### src/rtl/mult_arbiter_pkg.sv
// Shared types and constants for the round-robin multiplier front end.
// Used by mult_arbiter and rr_arbiter.
package mult_arb_pkg;

    typedef enum logic [1:0] {
        IDLE,
        ISSUE,
        BUSY,
        RESP
    } mult_arb_state_t;

    localparam int MUL_LATENCY = 32;
    localparam int MUL_WIDTH   = 32;
    localparam int PROD_WIDTH  = 2 * MUL_WIDTH;

    // Successor of index k in a ring of n entries.
    function automatic int wrap_inc(input int k, input int n);
        return (k + 1 >= n) ? 0 : k + 1;
    endfunction

endpackage

### src/rtl/mult_arbiter_rr_arbiter.sv
// Combinational round-robin grant: lowest requester at or above rr_ptr
// (with wrap-around) wins; the grant is one-hot or all-zero.
module rr_arbiter
    import mult_arb_pkg::*;
#(
    parameter int N = 4
) (
    input  logic [N-1:0]         req_valid,
    input  logic [$clog2(N)-1:0] rr_ptr,
    output logic [N-1:0]         grant
);

    localparam int PW = $clog2(N);

    logic [PW:0]   sum;
    logic [PW-1:0] idx;

    // Scan offsets from far to near so the nearest valid requester overwrites the rest.
    always_comb begin
        grant = '0;
        sum   = '0;
        idx   = '0;
        for (int i = N - 1; i >= 0; i--) begin
            sum = {1'b0, rr_ptr} + (PW + 1)'(i);
            if (sum >= (PW + 1)'(N)) begin
                sum = sum - (PW + 1)'(N);
            end
            idx = sum[PW-1:0];
            if (req_valid[idx]) begin
                grant = N'(1) << idx;
            end
        end
    end

endmodule

### src/rtl/mult_arbiter.sv
// Round-robin scheduler sharing one iterative 32x32->64 multiplier among N_REQ requesters.
// Optional BUSY watchdog is built when MULT_ARB_TIMEOUT_EN is defined.
module mult_arbiter
    import mult_arb_pkg::*;
#(
    parameter int N_REQ          = 4,
    parameter int TIMEOUT_CYCLES = 48
) (
    input  logic                         clk,
    input  logic                         rst_n,
    input  logic [N_REQ-1:0]             req_valid,
    output logic [N_REQ-1:0]             req_ready,
    input  logic [MUL_WIDTH*N_REQ-1:0]   req_a,
    input  logic [MUL_WIDTH*N_REQ-1:0]   req_b,
    output logic                         resp_valid,
    input  logic                         resp_ready,
    output logic [$clog2(N_REQ)-1:0]     resp_id,
    output logic [PROD_WIDTH-1:0]        resp_r,
    output logic                         resp_err,
    output logic                         mul_valid_in,
    output logic [MUL_WIDTH-1:0]         mul_a,
    output logic [MUL_WIDTH-1:0]         mul_b,
    input  logic                         mul_valid_out,
    input  logic [PROD_WIDTH-1:0]        mul_r
);

    localparam int IDW = $clog2(N_REQ);

    mult_arb_state_t state, state_nxt;

    logic [IDW-1:0]        rr_ptr;
    logic [N_REQ-1:0]      grant;
    logic [IDW-1:0]        grant_idx;
    logic [MUL_WIDTH-1:0]  sel_a;
    logic [MUL_WIDTH-1:0]  sel_b;
    logic                  accept;
    logic                  wd_expired;

    logic [MUL_WIDTH-1:0]  a_q;
    logic [MUL_WIDTH-1:0]  b_q;
    logic [IDW-1:0]        id_q;
    logic [PROD_WIDTH-1:0] prod_q;

    function automatic logic [IDW-1:0] onehot_idx(input logic [N_REQ-1:0] oh);
        logic [IDW-1:0] r;
        r = '0;
        for (int k = 0; k < N_REQ; k++) begin
            if (oh[k]) begin
                r = r | IDW'(k);
            end
        end
        return r;
    endfunction

    rr_arbiter #(
        .N (N_REQ)
    ) u_rr (
        .req_valid (req_valid),
        .rr_ptr    (rr_ptr),
        .grant     (grant)
    );

    assign grant_idx = onehot_idx(grant);
    assign accept    = (state == IDLE) && (|grant);

    // Operand mux driven by the one-hot grant.
    always_comb begin
        sel_a = '0;
        sel_b = '0;
        for (int k = 0; k < N_REQ; k++) begin
            if (grant[k]) begin
                sel_a = req_a[k*MUL_WIDTH +: MUL_WIDTH];
                sel_b = req_b[k*MUL_WIDTH +: MUL_WIDTH];
            end
        end
    end

`ifdef MULT_ARB_TIMEOUT_EN
    localparam int TW = $clog2(TIMEOUT_CYCLES + 1);

    logic [TW-1:0] wd_cnt;
    logic          err_q;

    assign wd_expired = (wd_cnt == TW'(TIMEOUT_CYCLES));

    // Held at zero outside BUSY, so it starts from zero on every BUSY entry.
    always_ff @(posedge clk) begin
        if (!rst_n) begin
            wd_cnt <= '0;
        end else if (state != BUSY) begin
            wd_cnt <= '0;
        end else if (!wd_expired) begin
            wd_cnt <= wd_cnt + TW'(1);
        end
    end

    always_ff @(posedge clk) begin
        if (!rst_n) begin
            err_q <= 1'b0;
        end else if (state == BUSY && mul_valid_out) begin
            err_q <= 1'b0;
        end else if (state == BUSY && wd_expired) begin
            err_q <= 1'b1;
        end
    end

    assign resp_err = err_q;
`else
    assign wd_expired = 1'b0;
    assign resp_err   = 1'b0;
`endif

    always_ff @(posedge clk) begin
        if (!rst_n) begin
            state <= IDLE;
        end else begin
            state <= state_nxt;
        end
    end

    always_comb begin
        state_nxt = state;
        case (state)
            IDLE:    if (accept) state_nxt = ISSUE;
            ISSUE:   state_nxt = BUSY;
            BUSY:    if (mul_valid_out || wd_expired) state_nxt = RESP;
            RESP:    if (resp_ready) state_nxt = IDLE;
            default: state_nxt = IDLE;
        endcase
    end

    always_comb begin
        req_ready    = '0;
        mul_valid_in = 1'b0;
        resp_valid   = 1'b0;
        case (state)
            IDLE:    req_ready    = grant;
            ISSUE:   mul_valid_in = 1'b1;
            RESP:    resp_valid   = 1'b1;
            default: ;
        endcase
    end

    // Operand/owner capture on accept; product capture when BUSY resolves.
    always_ff @(posedge clk) begin
        if (!rst_n) begin
            rr_ptr <= '0;
            a_q    <= '0;
            b_q    <= '0;
            id_q   <= '0;
            prod_q <= '0;
        end else begin
            if (accept) begin
                a_q    <= sel_a;
                b_q    <= sel_b;
                id_q   <= grant_idx;
                rr_ptr <= IDW'(wrap_inc(int'(grant_idx), N_REQ));
            end
            if (state == BUSY && mul_valid_out) begin
                prod_q <= mul_r;
            end else if (state == BUSY && wd_expired) begin
                prod_q <= '0;
            end
        end
    end

    assign mul_a   = a_q;
    assign mul_b   = b_q;
    assign resp_id = id_q;
    assign resp_r  = prod_q;

endmodule

### config.mk
export PLATFORM = sky130hd
export DESIGN_NAME = mult_arbiter
export DESIGN_NICKNAME = d
export VERILOG_FILES = /design/src/rtl/mult_arbiter_pkg.sv /design/src/rtl/mult_arbiter_rr_arbiter.sv /design/src/rtl/mult_arbiter.sv
export SDC_FILE = /design/constraint.sdc
export NUM_CORES = 1
export LEC_CHECK = 0
export ABC_AREA = 0
export ABC_CLOCK_PERIOD_IN_PS = 4300
export BUFFER_PORTS_ARGS = -buffer_cell sky130_fd_sc_hd__buf_2
export CORE_AREA = 2 2 179 181
export CTS_CLUSTER_SIZE = 10
export DETAILED_ROUTE_END_ITERATION = 6
export DIE_AREA = 0 0 181 183
export GPL_TIMING_DRIVEN = 0
export PLACE_DENSITY = 0.44
export SETUP_SLACK_MARGIN = 0.2
export SLEW_MARGIN = 20
export SYNTH_ARGS = -nofsm -noshare
export SYNTH_HDL_FRONTEND = slang
export SYNTH_SLANG_ARGS = --single-unit
### constraint.sdc
create_clock -name clk -period 4.3 [get_ports clk]
set_clock_uncertainty 0.2 [all_clocks]
set_input_delay 0.43 -clock clk [delete_from_list [all_inputs] [get_ports clk]]
set_output_delay 0.43 -clock clk [all_outputs]
set_load 0.01 [all_outputs]
==> flow_summary.toml, run 1 <==
[sta]
tightestPinTransition_ns = 0.705
worst_slack_ns = 0.351
hold_viol_final = 0
relSlewSlack = 0.530
fmax_mhz = 253
drv_slew = 0
setup_violations = 0
grt_setup_unrepaired = "no"
period_share = 0.918
layout_min_cycle_time_ns = 3.95

[yosys]
syn_area_um2 = 6860
synth_seq_cells = 134
synth_edf_count = 0
synth.distinct_cells = 52
synth.area.top_cells = "dfxtp_1 (39%), nand2_1 (7.6%), a21oi_1 (7.2%)"
synthCells = 785
ys_warn_count = 0
synth_commonest_cells = "nand2_1 (138), dfxtp_1 (134), a21oi_1 (98)"
synth_flop_cell = "dfxtp_1"
async_flop_share = 0
synth_nets = 1126
synth_top_area_frac = 0.391
synth_area_leader_cell = "dfxtp_1"
yosysSeqAreaShare = 0.391
avgSynthCellArea_um2 = 8.74
synth.most_common_cell = "nand2_1"

[clock_network]
ctsHtreeMaxLevel = 4
cts_tree = "built"
root_buffer = "clkbuf_16"
path_clk_slew_ns = 0.07
clockBufferDepth = 2
ctsHoldBuffers = 0
cts_sinks = 134
cts_buffers = 17
clock_latency_ns = 0.43

[detailed_routing]
wl_per_cell_um = 18.8
drt_iter0_drc = 270
via_per_inst = 4.63
drc = 0
vias = 7856
wirelength_mm = 31.9
dr.pass1.iters = 5
ant_nets = 0

[power_and_ir_drop]
p_leak_nw = 5.02
ir_drop_mv = 0.435
finalPower_mw = 8.77
p_per_area_nw_per_um2 = 837

[setup_path]
end_kind = "output pin"
cp.required_ns = 3.67
path_max_fanout = 10
startpoint_type = "flip-flop"
crit_type = "reg -> out"
crit_arrival_ns = 3.32

[run]
maxCapViolCount = 0

[floorplanning]
die_h_um = 183
initial_core_util = 0.220
ios = 465
die_x_um = 181
rows = 65
dieArea_um2 = 33100
core_um2 = 31200

[global_routing]
grt_max_degree = 17
grt_pass1_vias = 8116
track_usage = 0.188
grt-ovfl-total = 0
grt_pass1_wl_mm = 47.6
antenna_found_initial = 5

[cells_and_area]
fillers = 3422
areaGrowthSynthToFinish_pct = 52.8
fin_nets = 1616
stdcell_count = 1695
drive_gt1_frac = 0.436
final_cell_area_um2 = 10500
finalCoreUtilization = 0.336

[placed_design]
place_ws_ns = -0.433
globalplace.congestion = 0.833
hpwl_mm = 25.4
portBuffers = 462
place_area_um2 = 9670
placedCellCount = 1649

[hold_path]
hold_class = "in -> reg"

[status]
status = "finished clean"
## critical path, cell delays in order, from the launching register on
cell and delay [ns]:
dfxtp_4 0.38, buf_4 0.16, buf_8 0.14, inv_2 0.07
ha_4 0.32, mux2i_4 0.24, o22ai_2 0.14, a2111oi_4 0.44
o21ai_2 0.16, buf_6 0.17, buf_6 0.16, buf_4 0.19
and2_1 0.16, buf_2 0.14
## layer usage
| layer | share of wire | global-route usage |
|---|---|---|
| met2 | 0.51 | 0.343 |
| met5 | 0 | 0 |
| met3 | 0.064 | 0.0512 |
| met1 | 0.41 | 0.212 |
| met4 | 0.017 | 0.0637 |
## stage by stage
step	setup TNS [ns]	hold WS, ns
after detailed placement	-1.45	0.243
after global placement	-1.36	0.239
after floorplan	0	0.268
after global routing	0	0.0119
after CTS	0	0.00568
final	0	0.0334
## path summary, 6_finish.rpt
check	from	slack [ns]	cells past startpoint	endpoint
max	rr_ptr[0]	0.35	13	req_ready[3]
min	mul_r[44]	0.03	3	resp_r[44]
max reg2reg	rr_ptr[0]	0.55	13	mul_a[20]
min reg2reg	resp_r[46]	0.25	2	resp_r[46]
## flip-flops by register name, summed over array words and instances, names as in the netlist
register,flops
mul_a,32
mul_b,32
resp_id,2
resp_r,64
rr_ptr,2
state,2
## logic make-up after synthesis
group	count (synthesis)	share of synthesized area
buffers and inverters	81	0.0524
flip-flops	134	0.391
multiplexers	41	0.0664
adder cells (fa/ha/maj)	13	0.0237
AO/OA/AOI/OAI	319	0.335
AND/OR/NAND/NOR	195	0.129
XOR/XNOR	1	0.00128
other	1	0.000547
## timing repair
action                                  4_1_cts  5_1_grt
gates resized for setup                      16       10
setup buffers                                 7        2
endpoints found under the setup margin       62       11
pin swaps                                     2        3
## placed cells by master (no fill, tap or decap), types with 12 or more instances in the layout
cell       count
a21oi_1       98
a221o_1       34
buf_2        481
clkbuf_16     17
ha_1          12
clkbuf_1      32
o21a_1        30
nand2b_1      37
dfxtp_1      132
a32o_1        34
mux2i_1       32
o21ai_0       33
a21o_1        37
a22oi_1       31
buf_4         12
nand2_1      138
## cell type report
type,count,area (um2),area share
multi-input cells,570,3860,0.369
flip-flops and latches,134,2690,0.256
repair buffers,471,2380,0.227
well taps,402,503,0.0480
clock buffers,19,443,0.0423
plain buffers,70,350,0.0334
clock inverters,13,194,0.0185
inverters,11,45.0,0.00430
diodes,5,12.5,0.00119
## power by group
group	total (mW)	internal, mW	leakage (nW)	switching (mW)
Clock	1.63	0.997	0.314	0.637
Sequential	1.79	1.61	1.10	0.186
Combinational	5.34	2.29	3.61	3.05
Power figures use the tool's default switching activity.
==> run 2, diff against run 1 <==
--- a/config.mk
+++ b/config.mk
@@ -8,10 +8,11 @@
 export ABC_AREA = 0
 export ABC_CLOCK_PERIOD_IN_PS = 4300
 export BUFFER_PORTS_ARGS = -buffer_cell sky130_fd_sc_hd__buf_2
-export CORE_AREA = 2 2 179 181
+export CORE_AREA = 2 2 178 180
+export CTS_BUF_LIST = sky130_fd_sc_hd__clkbuf_4
 export CTS_CLUSTER_SIZE = 10
 export DETAILED_ROUTE_END_ITERATION = 6
-export DIE_AREA = 0 0 181 183
+export DIE_AREA = 0 0 180 182
 export GPL_TIMING_DRIVEN = 0
 export PLACE_DENSITY = 0.44
 export SETUP_SLACK_MARGIN = 0.2
==> run 2 against run 1 <==
  * Sequential cell count did not move
  * Clock power fell by 42%
  * First-iteration DRC count rose by 1.9%
  * Power fell by 5.9%
  * Global-route usage rose by 0.17 points
  * Combinational power rose by 4%
  * Utilization rose by 4.6 points
  * Critical path type unchanged
  * Highest routed layer unchanged
==> flow_summary.toml, run 2 (synthesis gave the netlist of run 1 again) <==
[setup_path]
r2r-start = "rr_ptr[0]"
crit_arrival_ns = 3.29
regToRegSetupSlack_ns = 0.47
crit_type = "reg -> out"
cp.required_ns = 3.67
crit_end = "req_ready[3]"
end_kind = "output pin"
rr_endpoint = "mul_b[29]"
crit_start = "rr_ptr[0]"
path_max_fanout = 10
startpoint_type = "flip-flop"
reg2reg_depth = 12

[global_routing]
grt_pass1_vias = 8951
antenna_found_initial = 2
grt_pass1_wl_mm = 49.1
grt_max_degree = 17
track_usage = 0.190
grt-ovfl-total = 0

[cells_and_area]
drive_gt1_frac = 0.388
final_cell_area_um2 = 11800
areaGrowthSynthToFinish_pct = 72.3
mostFrequentLayoutCell = "buf_2"
layout_common_cells = "buf_2 (481), dlygate4sd3_1 (162), nand2_1 (138)"
fin_nets = 1780
largest_reg_flops = 64
stdcell_count = 1856

[sta]
period_share = 0.911
layout_min_cycle_time_ns = 3.92
relSlewSlack = 0.582
tightestPinTransition_ns = 0.627
fin_hold_ws_ns = 0.0516
setup_violations = 0
hold_viol_final = 0
grt_setup_unrepaired = "no"
fmax_mhz = 255
drv_slew = 0

[floorplanning]
dieArea_um2 = 32800
initial_core_util = 0.221
die_x_um = 180
core_um2 = 31000
rows = 65
die_h_um = 182
ios = 465

[power_and_ir_drop]
p_sw_frac = 0.466
combPwrFrac = 0.670
pwr-share-seq = 0.215
p_leak_nw = 5.55
ir_drop_mv = 0.452
switching_power_mw = 3.85
clkPwrFrac = 0.114
p_int_mw = 4.41
p_per_area_nw_per_um2 = 699

[clock_network]
clock_latency_ns = 0.54
cts_sinks = 134
cts_buffers = 17
cts_tree = "built"
path_clk_slew_ns = 0.15
clockBufferDepth = 2
ctsHtreeMaxLevel = 4
root_buffer = "clkbuf_4"

[placed_design]
placedCellCount = 1649
portBuffers = 462
hpwl_mm = 24.5
place_area_um2 = 9670
globalplace.congestion = 0.818

[status]
status = "finished clean"

[hold_path]
min_path_cells = 3
min-delay-start = "req_b[127]"
hold_class = "in -> reg"

[detailed_routing]
ant_nets = 0
wirelength_mm = 32.1
vias = 8505
drc = 0
drt_iter0_drc = 275
wl_per_cell_um = 17.3
via_per_inst = 4.58
dr.pass1.iters = 4

[run]
maxCapViolCount = 0
[run 2: cell count changes in the layout (fill, tap and decap cells not counted), moves of 3 or more]
cell / before / now
clkinvlp_4: 1 / 4
dlygate4sd3_1: 0 / 162
clkbuf_16: 17 / 0
clkbuf_4: 1 / 17
diode_2: 5 / 2
clkinv_4: 4 / 1
[run 2: power groups by stage]
stage          Combinational (mW)  Clock [mW]  Sequential (mW)
5_1_grt                      6.06        1.05             1.82
6_report                     5.54       0.945             1.78
3_3_place_gp                 5.23           0             1.79
3_5_place_dp                 5.20           0             1.80
2_1_floorplan                3.35           0             1.94
4_1_cts                      5.51        1.00             1.78
[run 2: worst max-delay path, cell delays in order (launching register included)]
cell and delay, ns:
dfxtp_4 0.40, buf_6 0.12, buf_8 0.12, inv_4 0.05, ha_4 0.31, mux2i_4 0.29, o22ai_4 0.11, a2111oi_4 0.47
o21ai_4 0.14, buf_6 0.15, buf_8 0.15, buf_12 0.15, and2_1 0.14, buf_2 0.14
[run 2: worst min path at each step]
stage,end,slack (ns)
floorplan,state[1],0.27
global route,mul_a[17],0.004
detailed placement,resp_r[28],0.24
CTS,mul_a[17],0.00007
finish,mul_b[31],0.05
global placement,resp_r[21],0.24
[run 2: final cells by class]
type,count,area (um2)
fillers,3272,19200
inverters,11,47.5
multi-input cells,570,3890
clock inverters,15,169
clock buffers,17,128
repair buffers,635,4020
well taps,402,503
flip-flops and latches,134,2690
diodes,2,5.00
plain buffers,70,374
[run 2: metal layers]
layer / vias to the layer above / wire length (um) / GRT usage
met5: - / 0 / 0
met4: 0 / 904 / 0.0702
met3: 45 / 1770 / 0.0391
met2: 350 / 16300 / 0.350
met1: 3934 / 13100 / 0.215
li1: 4176 / - / -
[run 2: what timing repair did]
action,in CTS,in global routing
cloned,0,0
endpoints found under the setup margin,63,2
pin swaps,3,4
hold buffers,161,1
gates resized for setup,24,13
endpoints found under the hold margin,123,1
setup buffers,5,6
[run 2: through the flow]
stage	power, mW	utilization	worst slack, ns	setup TNS (ns)
floorplan	5.29	-	0.756	0
global placement	7.02	0.312	-0.427	-1.09
detailed placement	7.00	0.312	-0.435	-1.34
CTS	8.29	0.378	0.201	0
global route	8.93	0.381	0.198	0
finish	8.26	0.381	0.381	0
